--- src/rtl/mesm6_alu_ctl_if.sv ---
// ============================================================================
//  Module   : mesm6_alu_ctl_if
//  Purpose  : Request/response channel between the instruction-execute unit
//             and the ALU sequencer (mesm6_alu_ctl).
//  Signals  : req_valid/req_ready handshake with req_op, req_wy, req_a, req_b;
//             flush abort; resp_valid pulse with resp_result/resp_err; busy.
//  Modports : master - execute unit side, slave - sequencer side.
//  Revision : 1.0 - initial release
// ============================================================================
`default_nettype none

`ifndef ALU_OP_WIDTH
`define ALU_OP_WIDTH 6
`endif
`ifndef ALU_NOP
`define ALU_NOP 0
`endif

interface mesm6_alu_ctl_if #(
    parameter int OPW = `ALU_OP_WIDTH
);
    logic           req_valid;
    logic           req_ready;
    logic [OPW-1:0] req_op;
    logic           req_wy;
    logic [47:0]    req_a;
    logic [47:0]    req_b;
    logic           flush;
    logic           resp_valid;
    logic [47:0]    resp_result;
    logic           resp_err;
    logic           busy;

    modport master (
        output req_valid, req_op, req_wy, req_a, req_b, flush,
        input  req_ready, resp_valid, resp_result, resp_err, busy
    );

    modport slave (
        input  req_valid, req_op, req_wy, req_a, req_b, flush,
        output req_ready, resp_valid, resp_result, resp_err, busy
    );
endinterface

`default_nettype wire

--- src/rtl/mesm6_alu_ctl.sv ---
// ============================================================================
//  Module   : mesm6_alu_ctl
//  Purpose  : Sequencer between the execute unit and the 48-bit ALU. Takes
//             one request at a time, drives the ALU, waits for done, returns
//             a registered result and re-arms the ALU with an ALU_NOP cycle.
//             Also sequences Y-register loads and aborts on flush.
//  Ports    : clk, reset_n (async, active low)
//             bus      - mesm6_alu_ctl_if.slave request/response channel
//             alu_op/alu_wy/alu_a/alu_b - to the ALU
//             alu_result/alu_done       - from the ALU
//  Options  : MESM6_ALU_TIMEOUT_EN - abort RUN after TIMEOUT cycles with
//             resp_err=1 (ops the ALU does not implement, e.g. FADD).
//  Revision : 1.0 - initial release
// ============================================================================
`default_nettype none

`ifndef ALU_OP_WIDTH
`define ALU_OP_WIDTH 6
`endif
`ifndef ALU_NOP
`define ALU_NOP 0
`endif

module mesm6_alu_ctl #(
    parameter int OPW = `ALU_OP_WIDTH
`ifdef MESM6_ALU_TIMEOUT_EN
    ,
    parameter int TIMEOUT = 63
`endif
) (
    input  wire logic        clk,
    input  wire logic        reset_n,
    mesm6_alu_ctl_if.slave   bus,
    output logic [OPW-1:0]   alu_op,
    output logic             alu_wy,
    output logic [47:0]      alu_a,
    output logic [47:0]      alu_b,
    input  wire logic [47:0] alu_result,
    input  wire logic        alu_done
);

    localparam logic [OPW-1:0] c_alu_nop = OPW'(`ALU_NOP);

    typedef enum logic [2:0] {
        S_IDLE  = 3'd0,
        S_LOADY = 3'd1,
        S_RUN   = 3'd2,
        S_RESP  = 3'd3,
        S_DRAIN = 3'd4
    } state_t;

    state_t         r_state;
    state_t         w_state_nxt;
    logic [OPW-1:0] r_op;
    logic [47:0]    r_a;
    logic [47:0]    r_b;
    logic [47:0]    r_resp_result;
    logic           r_resp_err;

    logic           w_accept;
    logic           w_load_resp;
    logic [47:0]    w_resp_data;
    logic           w_resp_err;
    logic           w_timeout;

`ifdef MESM6_ALU_TIMEOUT_EN
    localparam int c_cnt_w = $clog2(TIMEOUT + 1);
    logic [c_cnt_w-1:0] r_cnt;

    // The edge that would take the counter to TIMEOUT ends RUN, so RUN lasts
    // exactly TIMEOUT cycles when done never arrives.
    assign w_timeout = (r_cnt == c_cnt_w'(TIMEOUT - 1));

    always_ff @(posedge clk or negedge reset_n) begin
        if (!reset_n) begin
            r_cnt <= '0;
        end else if (w_accept) begin
            r_cnt <= '0;
        end else if (r_state == S_RUN && !alu_done) begin
            r_cnt <= r_cnt + 1'b1;
        end
    end
`else
    assign w_timeout = 1'b0;
`endif

    // State register
    always_ff @(posedge clk or negedge reset_n) begin
        if (!reset_n) begin
            r_state <= S_IDLE;
        end else begin
            r_state <= w_state_nxt;
        end
    end

    // Next-state and response-capture decode
    always_comb begin
        w_state_nxt = r_state;
        w_accept    = 1'b0;
        w_load_resp = 1'b0;
        w_resp_data = '0;
        w_resp_err  = 1'b0;
        case (r_state)
            S_IDLE: begin
                // flush is deliberately not looked at here
                if (bus.req_valid) begin
                    w_accept = 1'b1;
                    if (bus.req_op != c_alu_nop) begin
                        w_state_nxt = S_RUN;
                    end else if (bus.req_wy) begin
                        w_state_nxt = S_LOADY;
                    end else begin
                        // Plain NOP: operand A is echoed without using the ALU
                        w_state_nxt = S_RESP;
                        w_load_resp = 1'b1;
                        w_resp_data = bus.req_a;
                    end
                end
            end
            S_LOADY: begin
                // The Y write is presented this cycle whatever happens next
                if (bus.flush) begin
                    w_state_nxt = S_DRAIN;
                end else begin
                    w_state_nxt = S_RESP;
                    w_load_resp = 1'b1;
                    w_resp_data = r_a;
                end
            end
            S_RUN: begin
                // flush has priority over a coincident done
                if (bus.flush) begin
                    w_state_nxt = S_DRAIN;
                end else if (alu_done) begin
                    w_state_nxt = S_RESP;
                    w_load_resp = 1'b1;
                    w_resp_data = alu_result;
                end else if (w_timeout) begin
                    w_state_nxt = S_RESP;
                    w_load_resp = 1'b1;
                    w_resp_err  = 1'b1;
                end
            end
            S_RESP:  w_state_nxt = S_IDLE;
            S_DRAIN: w_state_nxt = S_IDLE;
            default: w_state_nxt = S_IDLE;
        endcase
    end

    // Latched request and held response
    always_ff @(posedge clk or negedge reset_n) begin
        if (!reset_n) begin
            r_op          <= c_alu_nop;
            r_a           <= '0;
            r_b           <= '0;
            r_resp_result <= '0;
            r_resp_err    <= 1'b0;
        end else begin
            if (w_accept) begin
                r_op <= bus.req_op;
                r_a  <= bus.req_a;
                r_b  <= bus.req_b;
            end
            if (w_load_resp) begin
                r_resp_result <= w_resp_data;
                r_resp_err    <= w_resp_err;
            end
        end
    end

    // Everything outside RUN presents ALU_NOP, which also clears a stale
    // done in the ALU (it has no reset of its own).
    assign alu_op  = (r_state == S_RUN) ? r_op : c_alu_nop;
    assign alu_wy  = (r_state == S_LOADY);
    assign alu_a   = r_a;
    assign alu_b   = r_b;

    assign bus.req_ready   = (r_state == S_IDLE);
    assign bus.busy        = (r_state != S_IDLE);
    assign bus.resp_valid  = (r_state == S_RESP);
    assign bus.resp_result = r_resp_result;
    assign bus.resp_err    = r_resp_err;

endmodule

`default_nettype wire

--- src/flat_wrapper.sv ---
// flat-port wrapper written by rule: the top's interface ports become plain ports
module mesm6_alu_ctl_flat 
#(
    parameter int OPW = `ALU_OP_WIDTH

)
  (clk, reset_n, alu_op, alu_wy, alu_a, alu_b, alu_result, alu_done, bus_req_valid, bus_req_op, bus_req_wy, bus_req_a, bus_req_b, bus_flush, bus_req_ready, bus_resp_valid, bus_resp_result, bus_resp_err, bus_busy);
  mesm6_alu_ctl_if #(.OPW(OPW)) bus_i ();
  input  wire logic clk;
  input  wire logic reset_n;
  output logic [OPW-1:0] alu_op;
  output logic alu_wy;
  output logic [47:0] alu_a;
  output logic [47:0] alu_b;
  input  wire logic [47:0] alu_result;
  input  wire logic alu_done;
  input wire logic [$bits(bus_i.req_valid)-1:0] bus_req_valid;
  input wire logic [$bits(bus_i.req_op)-1:0] bus_req_op;
  input wire logic [$bits(bus_i.req_wy)-1:0] bus_req_wy;
  input wire logic [$bits(bus_i.req_a)-1:0] bus_req_a;
  input wire logic [$bits(bus_i.req_b)-1:0] bus_req_b;
  input wire logic [$bits(bus_i.flush)-1:0] bus_flush;
  output wire logic [$bits(bus_i.req_ready)-1:0] bus_req_ready;
  output wire logic [$bits(bus_i.resp_valid)-1:0] bus_resp_valid;
  output wire logic [$bits(bus_i.resp_result)-1:0] bus_resp_result;
  output wire logic [$bits(bus_i.resp_err)-1:0] bus_resp_err;
  output wire logic [$bits(bus_i.busy)-1:0] bus_busy;
  assign bus_i.req_valid = bus_req_valid;
  assign bus_i.req_op = bus_req_op;
  assign bus_i.req_wy = bus_req_wy;
  assign bus_i.req_a = bus_req_a;
  assign bus_i.req_b = bus_req_b;
  assign bus_i.flush = bus_flush;
  assign bus_req_ready = bus_i.req_ready;
  assign bus_resp_valid = bus_i.resp_valid;
  assign bus_resp_result = bus_i.resp_result;
  assign bus_resp_err = bus_i.resp_err;
  assign bus_busy = bus_i.busy;
  mesm6_alu_ctl #(.OPW(OPW)) u_core (.clk(clk), .reset_n(reset_n), .bus(bus_i), .alu_op(alu_op), .alu_wy(alu_wy), .alu_a(alu_a), .alu_b(alu_b), .alu_result(alu_result), .alu_done(alu_done));
endmodule
--- config.mk ---
export PLATFORM = sky130hd
export DESIGN_NAME = mesm6_alu_ctl_flat
export DESIGN_NICKNAME = d
export VERILOG_FILES = /design/src/rtl/mesm6_alu_ctl_if.sv /design/src/rtl/mesm6_alu_ctl.sv /design/src/flat_wrapper.sv
export SDC_FILE = /design/constraint.sdc
export NUM_CORES = 1
export LEC_CHECK = 0
export BUFFER_PORTS_ARGS = -buffer_cell sky130_fd_sc_hd__buf_2
export CORE_MARGIN = 2
export CORE_UTILIZATION = 50
export CTS_CLUSTER_SIZE = 14
export DETAILED_ROUTE_END_ITERATION = 8
export PLACE_DENSITY = 0.85
export SYNTH_ARGS = -nofsm -noshare
export SYNTH_HDL_FRONTEND = slang
export SYNTH_SLANG_ARGS = --single-unit
export TNS_END_PERCENT = 10
--- constraint.sdc ---
create_clock -name clk -period 5.3 [get_ports clk]
set_input_delay 0.265 -clock clk [delete_from_list [all_inputs] [get_ports clk]]
set_output_delay 0.265 -clock clk [all_outputs]
set_load 0.01 [all_outputs]
Word-level counts from Yosys, hierarchy flattened
Cells that the tools add are included.
{"block": "totals", "register_bits": 153, "inputBits": 156, "word_cells": 38}
{"block": "classes", "eq_ne": 5, "mux": 24, "reduce_logical": 4}
{"cell": "$mux W48", "count": 6}
{"cell": "$pmux W48 S3", "count": 1}
{"cell": "$mux W3", "count": 5}
{"cell": "$pmux W3 S3", "count": 1}
{"cell": "$mux W1", "count": 8}
{"cell": "$eq A3 B2 Y1 const B", "count": 2}
{"cell": "$mux W6", "count": 1}
{"cell": "$reduce_bool A6 Y1", "count": 1}
{"cell": "$eq A3 B1 Y1 const B", "count": 1}
{"cell": "$logic_not A3 Y1", "count": 1}
{"cell": "$ne A3 B3 Y1 const B", "count": 1}
{"cell": "$pmux W1 S3", "count": 1}
{"cell": "$reduce_bool A3 Y1", "count": 1}
{"cell": "$mux W2", "count": 1}
{"cell": "$ne A2 B2 Y1 const B", "count": 1}
{"cell": "$reduce_and A2 Y1", "count": 1}

Longest topological paths before layout
{"block": "depth", "ltp_word": 4, "ltp_mapped": 9}

Worst setup path before layout
Ideal clock, no wire load.
{"block": "synth_timing", "kind": "register to register", "start": "register u_core.r_state[0]", "end": "register u_core.r_b[26], in the netlist u_core.alu_b[26]", "path_buffers": 4, "path_stages_with_launch": 9, "t_arrival_ps": 1827, "synth_period_minus_slack_ps": 1951, "setup_time_ps": 125, "setup_slack_ps": 3349, "path_cell_list": "dfrtp_1 -> or3_1 -> buf_2 -> inv_2 -> and2_1 -> buf_6 -> buf_8 -> buf_6 -> mux2_2"}
{"block": "synth_via", "elab_chain_cells": 2}
{"element": "start, declared", "line_no": "mesm6_alu_ctl.sv:52", "text": "state_t r_state;"}
{"element": "start signal, assigned", "line_no": "mesm6_alu_ctl.sv:92", "text": "r_state <= w_state_nxt;"}
{"element": "$logic_not A3 Y1"}
{"element": "named net bus_req_ready", "line_no": "flat_wrapper.sv:23", "text": "output wire logic [$bits(bus_i.req_ready)-1:0] bus_req_ready;"}
{"element": "$mux W1", "line_no": "mesm6_alu_ctl.sv:103", "text": "case (r_state)"}
{"element": "end signal, assigned", "line_no": "mesm6_alu_ctl.sv:162", "text": "r_b <= bus.req_b;"}
{"element": "end, declared", "line_no": "mesm6_alu_ctl.sv:56", "text": "logic [47:0] r_b;"}
The timed path passes the listed nets, and every way through them passes these cells.
A chain may end at the register's enable or synchronous reset.

Final worst setup path
{"block": "layout_timing", "start": "register u_core.r_state[0]", "end": "register u_core.r_b[3], in the netlist u_core.alu_b[3]"}
{"block": "layout_via", "elab_chain_cells": 2}
{"element": "$logic_not A3 Y1", "line_no": "mesm6_alu_ctl.sv:103"}
{"element": "$mux W1", "line_no": "mesm6_alu_ctl.sv:103"}
No other way between the ends.

==> flow_summary.toml <==
[layout]
final_cells = 1003
fillers = 993
fin_nets = 968
postLayoutCoreUtil = 0.6766
layout-area-overhead-vs-synth_pct = 31.93
final_layout_size_suffix_gt1_frac = 0.5697

[worst_setup_path]
path_cells = "or3_1, inv_2, and2_4, buf_4, mux2_2"
crit_arrival_ns = 3.43
criticalPathCategory = "reg2reg"
worst_path_maximum_fanout = 85
worstSetupEndpointType = "register"
critical_path_required_ns = 5.60
slowest_stage = "sky130_fd_sc_hd__buf_4"
cp-start-kind = "register"
worst_path_largest_cell_delay_ns = 0.88

[die]
design.portCount = 311
dieArea_um2 = 14590
std_cell_rows = 42
die-width_um = 120.8
initial_utilization = 0.5129
floorplan.die.height_um = 120.8
core_area_um2 = 13300

[sta]
slew-limit-headroom = 0.3414
fmax_mhz = 319.6
worst_pin_slew_ns = 0.9879
finalCriticalPeriod_ns = 3.129
post-route-period-util = 0.5903
rsz_0062_raised_after_global_routing = "false"
final_total_negative_setup_slack_ns = 0
clock-skew-final_ns = 0.005876
total_count_of_max_transition_violations_in_the_final_report = 0
finalHoldViolCount = 0
finalSetupViolCount = 0

[synthesis]
synth_top_cell_by_area = "sky130_fd_sc_hd__dfrtp_1"
synth_area_leaders = "sky130_fd_sc_hd__dfrtp_1 56%, sky130_fd_sc_hd__mux2_2 16%, sky130_fd_sc_hd__a22oi_1 5.3%, sky130_fd_sc_hd__o221ai_2 4.4%, sky130_fd_sc_hd__o221ai_1 3.6%"
yosys_register_bits = 153
post_synth_inst_count = 521
async_reset_ff_frac = 1.000
synth-edff-count = 0
area_share_of_the_largest_cell_type_after_synthesis = 0.5615
synth_top_flop_cell = "sky130_fd_sc_hd__dfrtp_1"
netlist-cell-type-count = 31
mappedNetlistNets = 677
synth_sequential_area_ratio = 0.5615
synth-warning-count = 0
synth.cell_area_um2 = 6819
syn_avg_cell_area_um2 = 13.09

[min_path]
min_path_type = "in2reg"

[route]
detail_route.wirelength_um = 18410
post_drt_via_cell_ratio = 5.478
drt_drc_violations_left = 0
first_pass_iters = 5
antenna_violating_nets_post_route = 0
route.vias.total = 5494
drt_iter0_drc = 333
drt-wirelength-per-cell_um = 18.36

[clock_tree]
tritoncts_num_sinks = 153
cts_tree = "yes"
ctsHtreeMaxLevel = 4
post_cts_resized = 0
clk_transition_reported_paths_ns = 0.06
numCtsBuffers = 17
ctsRootBufferMaster = "sky130_fd_sc_hd__clkbuf_16"
clock_insertion_delay_worst_skew_ns = 0.42
cts.path.max_buffers = 2

[placed_design]
globalplace.congestion = 0.8190
place.port_buffers = 309
dp.final_hpwl_um = 12430
post-place-cells = 968

[run_status]
run_status = "finished, final reports clean"

[grt]
gr-total-overflow = 0
antenna_found_initial = 2
grt.total_usage = 0.2569
grt_pass1_wl_um = 28700
pin_count_of_the_biggest_net_entering_global_routing = 97
grt_pass1_vias = 5625

[pwr]
power.ir.vdd_worst_v = 0.0003615
cellPowerDensity_nw_per_um2 = 650.1
power.static_leakage_nw = 4.263

[run]
maxCapViolations = 0
## cell usage after synthesis (all sizes together), types with 2 or more instances
cell type,count
dfrtp,153
nor3b,3
mux2,102
a22oi,48
nor4,2
nand3,48
o221ai,48
inv,49
clkbuf,18
and2,7
buf,27
nor2,4
## logic make-up after synthesis
family	Yosys count	share of synthesized area
flip-flops	153	0.5615
buffers and inverters	94	0.07138
AND/OR/NAND/NOR	70	0.05816
other	1	0.0005499
AO/OA/AOI/OAI	100	0.1387
multiplexers	102	0.1684
XOR/XNOR	1	0.001285
## per-stage QoR
stage	power [W]	instance area (um2)	worst slack, ns	hold WS [ns]
floorplan	0.003698	6819	3.349	-0.03059
global placement	0.004497	8362	2.230	0.4059
detailed placement	0.004596	8362	2.191	0.4068
CTS	0.005894	8991	2.172	0.04516
global route	0.006205	8996	1.934	0.04134
finish	0.005848	8996	2.171	0.06206
## report_power, final
part / internal (W) / switching [W] / leakage [nW] / total, W
logic: 0.00120 / 0.00125 / 2.14 / 0.00244
registers: 0.00177 / 0.000365 / 1.83 / 0.00214
clock network: 0.000799 / 0.000469 / 0.300 / 0.00127
total: 0.00377 / 0.00208 / 4.26 / 0.00585
## layout by cell type (no fill, tap or decap), types with 2 or more instances in the layout
cell type                    count
sky130_fd_sc_hd__buf_2         308
sky130_fd_sc_hd__dfrtp_1       153
sky130_fd_sc_hd__mux2_2         96
sky130_fd_sc_hd__inv_1          48
sky130_fd_sc_hd__a22oi_1        48
sky130_fd_sc_hd__nand3_1        48
sky130_fd_sc_hd__o221ai_1       28
sky130_fd_sc_hd__o221ai_2       20
sky130_fd_sc_hd__clkbuf_16      17
sky130_fd_sc_hd__buf_4           7
sky130_fd_sc_hd__and2_1          6
sky130_fd_sc_hd__mux2_1          6
sky130_fd_sc_hd__nor2_1          4
sky130_fd_sc_hd__clkinv_2        4
sky130_fd_sc_hd__bufinv_16       4
sky130_fd_sc_hd__diode_2         2
sky130_fd_sc_hd__nor3b_1         2
sky130_fd_sc_hd__clkbuf_1        2
sky130_fd_sc_hd__clkinvlp_4      2
## flip-flops by register name (all words and copies together) (netlist names)
name / cells
u_core.alu_a: 48
u_core.r_op: 6
u_core.bus.resp_result: 48
u_core.alu_b: 48
u_core.r_state: 3
## worst max-delay path, delay by kind of cell (launching register included)
family                 cells  cell delay [ns]
DFF                        1             0.42
buffers and inverters      2             0.97
muxes                      1             0.43
and+or+nand+nor            2             1.14
## per-layer routing
layer	GRT usage	wire [um]	part of all wire
met1	0.2889	6645	0.36
met2	0.4386	9671	0.53
met3	0.07783	1524	0.083
met4	0.1352	569	0.031
met5	0	0	0
## path summary, 6_finish.rpt
path | from | to | slack (ns) | cells past startpoint
setup / recovery | u_core.r_state[0] | u_core.alu_b[3] | 2.17 | 5
hold / removal | bus_req_b[14] | u_core.alu_b[14] | 0.06 | 2
setup reg to reg | u_core.r_state[0] | u_core.alu_b[3] | 2.17 | 5
hold reg to reg | u_core.alu_b[18] | u_core.alu_b[18] | 0.49 | 1
max in group asynchronous | reset_n | u_core.bus.resp_result[45] | 3.47 | 3
min in group asynchronous | reset_n | u_core.bus.resp_result[38] | 0.48 | 2
## cell type report
| class | count | area (um2) | area share |
|---|---|---|---|
| clock buffer | 20 | 446.7 | 0.04965 |
| antenna | 2 | 5.005 | 0.0005563 |
| inverter | 49 | 183.9 | 0.02045 |
| sequential | 153 | 3829 | 0.4256 |
| clock inverter | 12 | 172.7 | 0.01919 |
| multi-input combinational | 274 | 2524 | 0.2805 |
| tap | 176 | 220.2 | 0.02448 |
| timing repair buffer | 317 | 1615 | 0.1796 |
## what timing repair did
action,in CTS,in global routing
endpoints found under the hold margin,95,0
hold buffers,1,0
setup buffers,0,0
No activity file was read; power rests on OpenSTA's default activity.
